$ cat src/rtl/fetch_pkg.sv
// rtl/fetch_pkg.sv - shared constants, state encoding and queue entry type for the fetch front end
package fetch_pkg;

  localparam logic [31:0] DEFAULT_NOP_INSTR = 32'h0000_0013;
  localparam logic [31:0] DEFAULT_RESET_PC  = 32'h0000_0000;

  typedef enum logic {
    FETCH = 1'b0,
    DRAIN = 1'b1
  } fetch_state_t;

  typedef struct packed {
    logic [31:0] pc;
    logic [31:0] instr;
  } fetch_entry_t;

endpackage

$ cat src/rtl/fetch_prefetch_unit_if.sv
// rtl/fetch_prefetch_unit_if.sv - instruction memory req/gnt/rvalid bus
interface fetch_prefetch_unit_if;

  logic        req;
  logic [31:0] addr;
  logic        gnt;
  logic        rvalid;
  logic [31:0] rdata;

  modport master (output req, addr, input gnt, rvalid, rdata);
  modport slave  (input req, addr, output gnt, rvalid, rdata);

endinterface

$ cat src/rtl/fetch_queue.sv
// rtl/fetch_queue.sv - DEPTH-entry FIFO of fetched words with flush; head is visible combinationally
module fetch_queue
  import fetch_pkg::*;
#(
  parameter int DEPTH = 4
) (
  input  logic                     clk,
  input  logic                     rst,
  input  logic                     flush,
  input  logic                     push,
  input  fetch_entry_t             push_data,
  input  logic                     pop,
  output fetch_entry_t             head,
  output logic                     full,
  output logic                     empty,
  output logic [$clog2(DEPTH):0]   count
);

  localparam int AW = $clog2(DEPTH);

  fetch_entry_t  mem [DEPTH];
  logic [AW:0]   wr_ptr;
  logic [AW:0]   rd_ptr;
  logic          do_push;
  logic          do_pop;

  // Extra wrap bit distinguishes full from empty when the index bits match.
  assign empty   = (wr_ptr == rd_ptr);
  assign full    = (wr_ptr[AW] != rd_ptr[AW]) && (wr_ptr[AW-1:0] == rd_ptr[AW-1:0]);
  assign count   = wr_ptr - rd_ptr;
  assign do_pop  = pop && !empty;
  assign do_push = push && (!full || do_pop);
  assign head    = mem[rd_ptr[AW-1:0]];

  always_ff @(posedge clk) begin
    if (rst || flush) begin
      wr_ptr <= '0;
      rd_ptr <= '0;
    end else begin
      if (do_push) wr_ptr <= wr_ptr + 1'b1;
      if (do_pop)  rd_ptr <= rd_ptr + 1'b1;
    end
  end

  always_ff @(posedge clk) begin
    if (do_push && !flush) mem[wr_ptr[AW-1:0]] <= push_data;
  end

endmodule

$ cat src/rtl/fetch_prefetch_unit.sv
// rtl/fetch_prefetch_unit.sv - sequential prefetcher with redirect flush/drain for the decode stage
// Optional FETCH_BYPASS_EN: an rvalid into an empty queue is shown to decode in the same cycle.
module fetch_prefetch_unit
  import fetch_pkg::*;
#(
  parameter int          DEPTH     = 4,
  parameter logic [31:0] RESET_PC  = DEFAULT_RESET_PC,
  parameter logic [31:0] NOP_INSTR = DEFAULT_NOP_INSTR
) (
  input  logic                          clk,
  input  logic                          rst,
  input  logic                          stall,
  input  logic                          pc_sel,
  input  logic [31:0]                   pc_nxt,
  fetch_prefetch_unit_if.master         imem,
  output logic [31:0]                   instruction,
  output logic [31:0]                   pc_out,
  output logic                          instr_valid
);

  localparam int CW = $clog2(DEPTH) + 1;

  fetch_state_t  state, state_nxt;
  logic [31:0]   fetch_pc, push_pc, last_pc;
  logic [CW-1:0] outstanding, outstanding_nxt;
  logic [CW-1:0] discard, discard_nxt;
  logic [CW-1:0] q_count;
  logic          q_full, q_empty, q_push, q_pop;
  fetch_entry_t  q_head;
  logic          grant, resp_keep, bypass, req_ok;

  assign grant           = imem.req && imem.gnt;
  assign outstanding_nxt = outstanding + CW'(grant) - CW'(imem.rvalid);
  // Queued words plus in-flight requests never exceed DEPTH, so pushes cannot overflow.
  assign req_ok          = ((CW+1)'(q_count) + (CW+1)'(outstanding)) < (CW+1)'(DEPTH);
  assign resp_keep       = imem.rvalid && (discard == '0) && !pc_sel;

`ifdef FETCH_BYPASS_EN
  assign bypass = q_empty && (discard == '0) && !pc_sel && imem.rvalid;
`else
  assign bypass = 1'b0;
`endif

  assign q_push = resp_keep && !(bypass && !stall);
  assign q_pop  = !q_empty && !stall && !pc_sel;

  fetch_queue #(.DEPTH(DEPTH)) u_queue (
    .clk       (clk),
    .rst       (rst),
    .flush     (pc_sel),
    .push      (q_push),
    .push_data ('{pc: push_pc, instr: imem.rdata}),
    .pop       (q_pop),
    .head      (q_head),
    .full      (q_full),
    .empty     (q_empty),
    .count     (q_count)
  );

  always_ff @(posedge clk) begin
    if (rst) state <= FETCH;
    else     state <= state_nxt;
  end

  // A redirect discards everything still in flight, including a same-cycle grant.
  always_comb begin
    discard_nxt = discard;
    if (pc_sel)                             discard_nxt = outstanding_nxt;
    else if (imem.rvalid && discard != '0)  discard_nxt = discard - 1'b1;
    state_nxt = state;
    case (state)
      FETCH:   if (discard_nxt != '0) state_nxt = DRAIN;
      DRAIN:   if (discard_nxt == '0) state_nxt = FETCH;
      default: state_nxt = FETCH;
    endcase
  end

  always_comb begin
    imem.req    = !rst && (state == FETCH) && !pc_sel && req_ok && !q_full;
    imem.addr   = fetch_pc;
    instruction = NOP_INSTR;
    pc_out      = last_pc;
    instr_valid = 1'b0;
    if (bypass) begin
      instruction = imem.rdata;
      pc_out      = push_pc;
      instr_valid = 1'b1;
    end else if (!q_empty) begin
      instruction = q_head.instr;
      pc_out      = q_head.pc;
      instr_valid = 1'b1;
    end
  end

  always_ff @(posedge clk) begin
    if (rst) begin
      fetch_pc    <= RESET_PC;
      push_pc     <= RESET_PC;
      last_pc     <= '0;
      outstanding <= '0;
      discard     <= '0;
    end else begin
      outstanding <= outstanding_nxt;
      discard     <= discard_nxt;
      if (pc_sel)      fetch_pc <= pc_nxt;
      else if (grant)  fetch_pc <= fetch_pc + 32'd4;
      if (pc_sel)         push_pc <= pc_nxt;
      else if (resp_keep) push_pc <= push_pc + 32'd4;
      if (bypass && !stall) last_pc <= push_pc;
      else if (q_pop)       last_pc <= q_head.pc;
    end
  end

endmodule

$ cat src/flat_wrapper.sv
// flat-port wrapper written by rule: the top's interface ports become plain ports
module fetch_prefetch_unit_flat import fetch_pkg::*;
#(
  parameter int          DEPTH     = 4,
  parameter logic [31:0] RESET_PC  = DEFAULT_RESET_PC,
  parameter logic [31:0] NOP_INSTR = DEFAULT_NOP_INSTR
)
  (clk, rst, stall, pc_sel, pc_nxt, instruction, pc_out, instr_valid, imem_req, imem_addr, imem_gnt, imem_rvalid, imem_rdata);
  fetch_prefetch_unit_if imem_i ();
  input  logic clk;
  input  logic rst;
  input  logic stall;
  input  logic pc_sel;
  input  logic [31:0] pc_nxt;
  output logic [31:0] instruction;
  output logic [31:0] pc_out;
  output logic instr_valid;
  output wire logic [$bits(imem_i.req)-1:0] imem_req;
  output wire logic [$bits(imem_i.addr)-1:0] imem_addr;
  input wire logic [$bits(imem_i.gnt)-1:0] imem_gnt;
  input wire logic [$bits(imem_i.rvalid)-1:0] imem_rvalid;
  input wire logic [$bits(imem_i.rdata)-1:0] imem_rdata;
  assign imem_req = imem_i.req;
  assign imem_addr = imem_i.addr;
  assign imem_i.gnt = imem_gnt;
  assign imem_i.rvalid = imem_rvalid;
  assign imem_i.rdata = imem_rdata;
  fetch_prefetch_unit #(.DEPTH(DEPTH), .RESET_PC(RESET_PC), .NOP_INSTR(NOP_INSTR)) u_core (.clk(clk), .rst(rst), .stall(stall), .pc_sel(pc_sel), .pc_nxt(pc_nxt), .imem(imem_i), .instruction(instruction), .pc_out(pc_out), .instr_valid(instr_valid));
endmodule
$ cat config.mk
export PLATFORM = sky130hd
export DESIGN_NAME = fetch_prefetch_unit_flat
export DESIGN_NICKNAME = d
export VERILOG_FILES = /design/src/rtl/fetch_pkg.sv /design/src/rtl/fetch_prefetch_unit_if.sv /design/src/rtl/fetch_queue.sv /design/src/rtl/fetch_prefetch_unit.sv /design/src/flat_wrapper.sv
export SDC_FILE = /design/constraint.sdc
export NUM_CORES = 1
export LEC_CHECK = 0
export BUFFER_PORTS_ARGS = -buffer_cell sky130_fd_sc_hd__buf_2
export CAP_MARGIN = 20
export CORE_ASPECT_RATIO = 1.2
export CORE_UTILIZATION = 45
export DETAILED_ROUTE_END_ITERATION = 8
export HOLD_SLACK_MARGIN = 0.06
export RECOVER_POWER = 25
export SLEW_MARGIN = 25
export SYNTH_ARGS = -nofsm -noshare
export SYNTH_HDL_FRONTEND = slang
export SYNTH_HIERARCHICAL = 1
export SYNTH_SLANG_ARGS = --single-unit
export TNS_END_PERCENT = 30
$ cat constraint.sdc
create_clock -name clk -period 10.5 [get_ports clk]
set_input_delay 0.525 -clock clk [delete_from_list [all_inputs] [get_ports clk]]
set_output_delay 0.525 -clock clk [all_outputs]
set_load 0.005 [all_outputs]
Word-level counts from Yosys, hierarchy flattened
Memories as Yosys holds them, arrays and structs flattened. A register that Yosys moved wholly into a read port is not among the register bits.
Cells that the tools add are included.
- add/subtract/negate cells: 9
- bitwise operators: 1
- reductions and logical operators: 27
- equality and inequality tests: 3
- order comparisons: 1
- muxes and demuxes: 16
- operator list (kind ; number):
    $mux W32 ; 6
    $add A32 B3 Y32 const B ; 2
    $logic_and A1 B1 Y1 ; 14
    $add A3 B1 Y3 const B ; 2
    $logic_not A3 Y1 ; 2
    $mux W3 ; 2
    $reduce_bool A3 Y1 ; 2
    $logic_not A1 Y1 ; 5
    $mux W1 ; 5
    $add A3 B3 Y4 ; 1
    $lt A4 B3 Y1 const B ; 1
    $mux W2 ; 2
    $reduce_bool A2 Y1 ; 2
    $add A3 B1 Y3 ; 1
    $eq A3 B3 Y1 ; 1
    $sub A3 B1 Y3 ; 1
    $sub A3 B1 Y3 const B ; 1
    $sub A3 B3 Y3 ; 1
    $eq A2 B2 Y1 ; 1
    $logic_or A1 B1 Y1 ; 2
    $pmux W1 S2 ; 1
    $ne A1 B1 Y1 ; 1
    $not A1 Y1 ; 1
- RAM bits: 256
- input bits: 70
- register bits after elaboration: 109
- output and inout bits: 98
- logic and storage cells: 66
- memories kept: 1
- memory list (name ; words ; width ; read ports ; clocked after memory_dff ; write ports ; RTL line ; text):
    u_core.u_queue.mem ; 4 ; 64 ; 1 ; 1 ; 1 ; fetch_queue.sv:21 ; fetch_entry_t mem [DEPTH];

Depth between registers and ports, before layout
- depth after elaboration: 12
- gate-level depth with buffers: 18
- mapped depth without buffers: 16

Hierarchy
The synthesis kept the hierarchy.
- by module, submodules not included (module ; times used ; area each (sq um) ; cells an instance):
    fetch_queue ; 1 ; 9760.6 ; 392
    fetch_prefetch_unit ; 1 ; 5591.6 ; 699

Worst setup path after synthesis
OpenSTA, ideal clock, no wires.
- path type: reg2reg
- from: register u_core.u_queue.wr_ptr[0]
- to: memory u_core/u_queue/mem[1][0] in the netlist's numbering (enable)
- slack: 2873 ps
- arrival: 7049 ps
- stages on the path, launching flop included: 11
- period minus slack after synthesis: 7627 ps
- library setup time: 578 ps
- path through: dfxtp_1 > inv_1 > ha_1 > and2_1 > and2_2 > or3_1 > clkbuf_1 > inv_1 > buf_1 > o31ai_4 > nor3b_1
- cells in the longest elaborated chain, start to end: 10
- ends and longest elaborated chain (element ; RTL line ; text):
    start: declaration ; fetch_queue.sv:22 ; logic [AW:0] wr_ptr;
    start signal: assignment ; fetch_queue.sv:40 ; if (do_push) wr_ptr <= wr_ptr + 1'b1;
    $eq A3 B3 Y1 ; fetch_queue.sv:28 ; assign empty = (wr_ptr == rd_ptr);
    net u_core.q_empty ; fetch_prefetch_unit.sv:28 ; logic q_full, q_empty, q_push, q_pop;
    $logic_not A1 Y1 ; fetch_prefetch_unit.sv:45 ; assign q_pop = !q_empty && !stall && !pc_sel;
    $logic_and A1 B1 Y1 (2 in series) ; fetch_prefetch_unit.sv:45 ;
    net u_core.q_pop ; fetch_prefetch_unit.sv:28 ;
    $logic_and A1 B1 Y1 ; fetch_queue.sv:31 ; assign do_pop = pop && !empty;
    $logic_or A1 B1 Y1 ; fetch_queue.sv:32 ; assign do_push = push && (!full || do_pop);
    $logic_and A1 B1 Y1 ; fetch_queue.sv:32 ;
    $logic_and A1 B1 Y1 ; fetch_queue.sv:46 ; if (do_push && !flush) mem[wr_ptr[AW-1:0]] <= push_data;
    $mux W1 ; fetch_queue.sv:46 ;
    $mux W1 (not written as such) ; fetch_queue.sv:46 ;
    end: declaration ; fetch_queue.sv:21 ;
The timed path passes the listed nets, and every way through them passes these cells.

Worst setup path in the final report
- from: register u_core.u_queue.wr_ptr[0]
- to: register u_core.state
- cells in the longest elaborated chain, start to end: 12
- ends and longest elaborated chain (element ; RTL line ; text):
    $sub A3 B3 Y3 * ; fetch_queue.sv:30 ; assign count = wr_ptr - rd_ptr;
    net u_core.q_count[2] ; fetch_prefetch_unit.sv:27 ; logic [CW-1:0] q_count;
    $add A3 B3 Y4 * ; fetch_prefetch_unit.sv:35 ; assign req_ok = ((CW+1)'(q_count) + (CW+1)'(outstanding)) < (CW+1)'(DEPTH);
    $lt A4 B3 Y1 * ; fetch_prefetch_unit.sv:35 ;
    $logic_and A1 B1 Y1 * (2 in series) ; fetch_prefetch_unit.sv:79 ; imem.req = !rst && (state == FETCH) && !pc_sel && req_ok && !q_full;
    $logic_and A1 B1 Y1 * ; fetch_prefetch_unit.sv:32 ; assign grant = imem.req && imem.gnt;
    $add A3 B1 Y3 * ; fetch_prefetch_unit.sv:33 ; assign outstanding_nxt = outstanding + CW'(grant) - CW'(imem.rvalid);
    $sub A3 B1 Y3 * ; fetch_prefetch_unit.sv:33 ;
    $mux W3 * ; fetch_prefetch_unit.sv:68 ; if (pc_sel) discard_nxt = outstanding_nxt;
    $logic_not A3 Y1 / $reduce_bool A3 Y1 (equally long branches) ; fetch_prefetch_unit.sv:73, fetch_prefetch_unit.sv:72 ;
    $mux W1 (on tied branches) ; fetch_prefetch_unit.sv:73, fetch_prefetch_unit.sv:72 ;
    $pmux W1 S2 * ; fetch_prefetch_unit.sv:71 ; case (state)
    end signal: assignment ; fetch_prefetch_unit.sv:62 ; else state <= state_nxt;
    end: declaration ; fetch_prefetch_unit.sv:23 ; fetch_state_t state, state_nxt;
Mark *: on every way through the listed nets, which the timed path passes. The rest lies on a longest branch.
A chain may end at the register's enable or synchronous reset.

==> results.json <==
{
  "cts_setup_buffers": 0,
  "r2r_slack_ns": 5.54,
  "io_buffers": 167,
  "dr.pass1.iters": 5,
  "core_area_mm2": 0.0333,
  "cts_hold_buf": 0,
  "rsz0062_at_grt": "no",
  "yosys_warnings": 6,
  "h-tree-depth": 2,
  "fin_skew_ns": 0.0229,
  "routed_wl_mm": 33.2,
  "min_period_ns": 4.96,
  "synth_top_area_cell": "edfxtp_1",
  "cts_buffers": 38,
  "synth-simple-area-share_pct": 11.1,
  "ys_ff_latch": 367,
  "synth_nets": 1178,
  "io_pins": 168,
  "place_hpwl_mm": 19.7,
  "cts.path.max_buffers": 3,
  "synth_fa_ha_area_share_pct": 1.48,
  "cp_top_family": "adder cells",
  "cp_common_cell": "ha_1",
  "crit_chain": "inv_1 > ha_1 > fa_1 > xnor2_1 > ha_1 > nor4b_1 > and3_1 > inv_1 > ha_1 > inv_1 > ha_1 > fa_1 > xnor2_1 > xnor2_1 > a211oi_1 > or3_1",
  "num_vias": 9447,
  "cp_num_buf_inv": 3,
  "synth_top_family_by_area": "multiplexers",
  "worst_ep_arrival_time_ns": 5.35,
  "synth.distinct_cells": 64,
  "grt_usage_pct": 19.4,
  "cpMaxStageDelayCell": "inv_1",
  "max_freq_ghz": 0.202,
  "syn_avg_cell_area_um2": 14.1,
  "worstHoldStart": "imem_rdata[24]",
  "end_kind": "flip-flop",
  "grt-ovfl-total": 0,
  "crit_type": "reg2reg",
  "worstPathMaxFanout": 35,
  "synthXorXnorAreaFrac_pct": 1.65,
  "die_area_mm2": 0.0349,
  "finalSetupTns_ns": 0,
  "synth_flop_cell": "edfxtp_1",
  "synth_compound_area_share_pct": 6.25,
  "async_flop_share_pct": 0,
  "p_leak_nw": 6.10,
  "p_total_w": 0.00307,
  "worst_ep_required_time_ns": 10.89,
  "clock_latency_ns": 0.53,
  "synth.area.mux_share_pct": 12.6,
  "drive_above_1_share_pct": 25.1,
  "ir_worst_vdd_v": 0.0000901,
  "critical_path.max_stage_delay_ns": 0.58,
  "holdWs_ns": 0.269,
  "postSynthCellCount": 1091,
  "syn-cell-area_mm2": 0.0154,
  "grt_pass1_wl_mm": 52.1,
  "relSlewSlack_pct": 31.1,
  "clk_pin_slew_ns": 0.06,
  "crit-reg2reg-launch": "u_core/u_queue/wr_ptr[0]$_SDFFE_PP0P_",
  "grt_max_degree": 81,
  "grt_pass1_vias": 9588,
  "clock_sinks": 367,
  "period_share_pct": 47.3,
  "maxSlewViolCount": 0,
  "clock-root-buffer": "clkbuf_16",
  "cts_resized": 0,
  "layout_common_cells": "edfxtp_1 (256), buf_2 (135), nand2_1 (129), dfxtp_1 (109), mux4_2 (64)",
  "power_density_mw_per_mm2": 173,
  "drt_iter0_drc": 525,
  "synth_area_leaders": "edfxtp_1 (50%), dfxtp_1 (14%), mux4_2 (9.4%)",
  "drc": 0,
  "rows": 73,
  "finalHoldViolations": 0,
  "final_antenna_net_count": 0,
  "wl_per_cell_um": 19.2,
  "die-height_um": 204,
  "synth_edf_count": 256,
  "start_kind": "flip-flop",
  "setup_viol": 0,
  "yosys.area.top_type_share_pct": 50.1,
  "die_w_um": 171,
  "start_util_pct": 46.0,
  "diodes": 0,
  "drt-vias-per-instance": 5.47,
  "final_util_pct": 53.3,
  "max_cap_violations": 0,
  "nets": 1336,
  "area.growth.synth_to_final_pct": 15.8,
  "crit_start": "u_core/u_queue/wr_ptr[0]$_SDFFE_PP0P_",
  "final_common_cell": "edfxtp_1",
  "cts_tree": "yes",
  "status": "finished, final reports clean",
  "gp_congestion": 0.842,
  "worst_pin_slew_ns": 1.03,
  "hold_class": "in2reg",
  "yosysSeqAreaShare_pct": 64.5,
  "antenna_found_initial": 0
}
[synthesized netlist by cell type (all sizes together) (3+ instances only)]
| library cell | n |
|---|---|
| o21a | 6 |
| or2 | 5 |
| nand3b | 3 |
| a31oi | 21 |
| ha | 15 |
| nor2b | 32 |
| or4 | 10 |
| nand4 | 16 |
| nor3b | 4 |
| buf | 27 |
| o31a | 4 |
| nor3 | 14 |
| clkbuf | 36 |
| a21boi | 6 |
| nor2 | 37 |
| o211ai | 5 |
| o311ai | 5 |
| a211oi | 10 |
| inv | 25 |
| and4 | 9 |
| mux2 | 34 |
| nand3 | 24 |
| or3 | 10 |
| xor2 | 10 |
| xnor2 | 18 |
| and3 | 7 |
| dfxtp | 111 |
| edfxtp | 256 |
| nand2 | 129 |
| a21oi | 62 |
| mux2i | 11 |
| o21ai | 16 |
| and2 | 4 |
| nand4b | 3 |
| nor4 | 18 |
| mux4 | 64 |
| a311oi | 3 |
[final timing paths]
kind / end / depth (start not counted)
setup / recovery: u_core/state$_SDFF_PP0_ / 16
hold / removal: u_core/u_queue/mem[0][24]$_DFFE_PP_ / 1
setup reg to reg: u_core/state$_SDFF_PP0_ / 16
hold reg to reg: u_core/last_pc[31]$_SDFFE_PP0P_ / 2
[area by class of cell]
type / instances / area [um^2]
tap: 450 / 563
inverter: 25 / 93.8
timing repair buffer: 181 / 937
multi-input combinational: 636 / 5100
fill: 2790 / 15600
clock buffer: 51 / 1030
sequential: 367 / 9910
clock inverter: 16 / 136
[layer usage]
| metal | vias up | routed length [um] | share of wire [%] | track usage (%) |
|---|---|---|---|---|
| met2 | 241 | 16400 | 49 | 33.5 |
| met3 | 41 | 1520 | 4.6 | 2.96 |
| met4 | 0 | 519 | 1.6 | 5.21 |
| met5 | - | 0 | 0 | 0 |
| li1 | 4487 | - | - | - |
| met1 | 4678 | 14800 | 44 | 25.4 |
[metrics by stage]
stage | area [um^2] | setup slack [ns] | cells
final | 17800 | 5.54 | 1726
after global routing | 17800 | 5.16 | 1726
after CTS | 17800 | 5.53 | 1724
after detailed placement | 16600 | 5.55 | 1657
after global placement | 16600 | 5.67 | 1657
after floorplan | 15400 | 2.87 | 1091
[kinds of logic after synthesis]
family | Yosys count
AO/OA/AOI/OAI | 151
XOR/XNOR | 28
flip-flops | 367
multiplexers | 109
adder cells (fa/ha/maj) | 17
AND/OR/NAND/NOR | 331
buffers and inverters | 88
[sequential cells by signal, indices dropped and copies added (netlist names), named ones only]
| name | count |
|---|---|
| u_core/discard | 3 |
| u_core/imem.addr | 32 |
| u_core/last_pc | 32 |
| u_core/outstanding | 3 |
| u_core/push_pc | 32 |
| u_core/state | 1 |
| u_core/u_queue/mem | 256 |
| u_core/u_queue/rd_ptr | 3 |
| u_core/u_queue/wr_ptr | 3 |
[report_power, final]
group	internal, W	total, W	switching [W]	leakage [nW]
Clock	0.000740	0.00127	0.000529	0.570
Combinational	0.0000756	0.000176	0.000100	2.29
Sequential	0.00159	0.00162	0.0000373	3.24
Note: power is estimated with default switching activity, not from simulation.
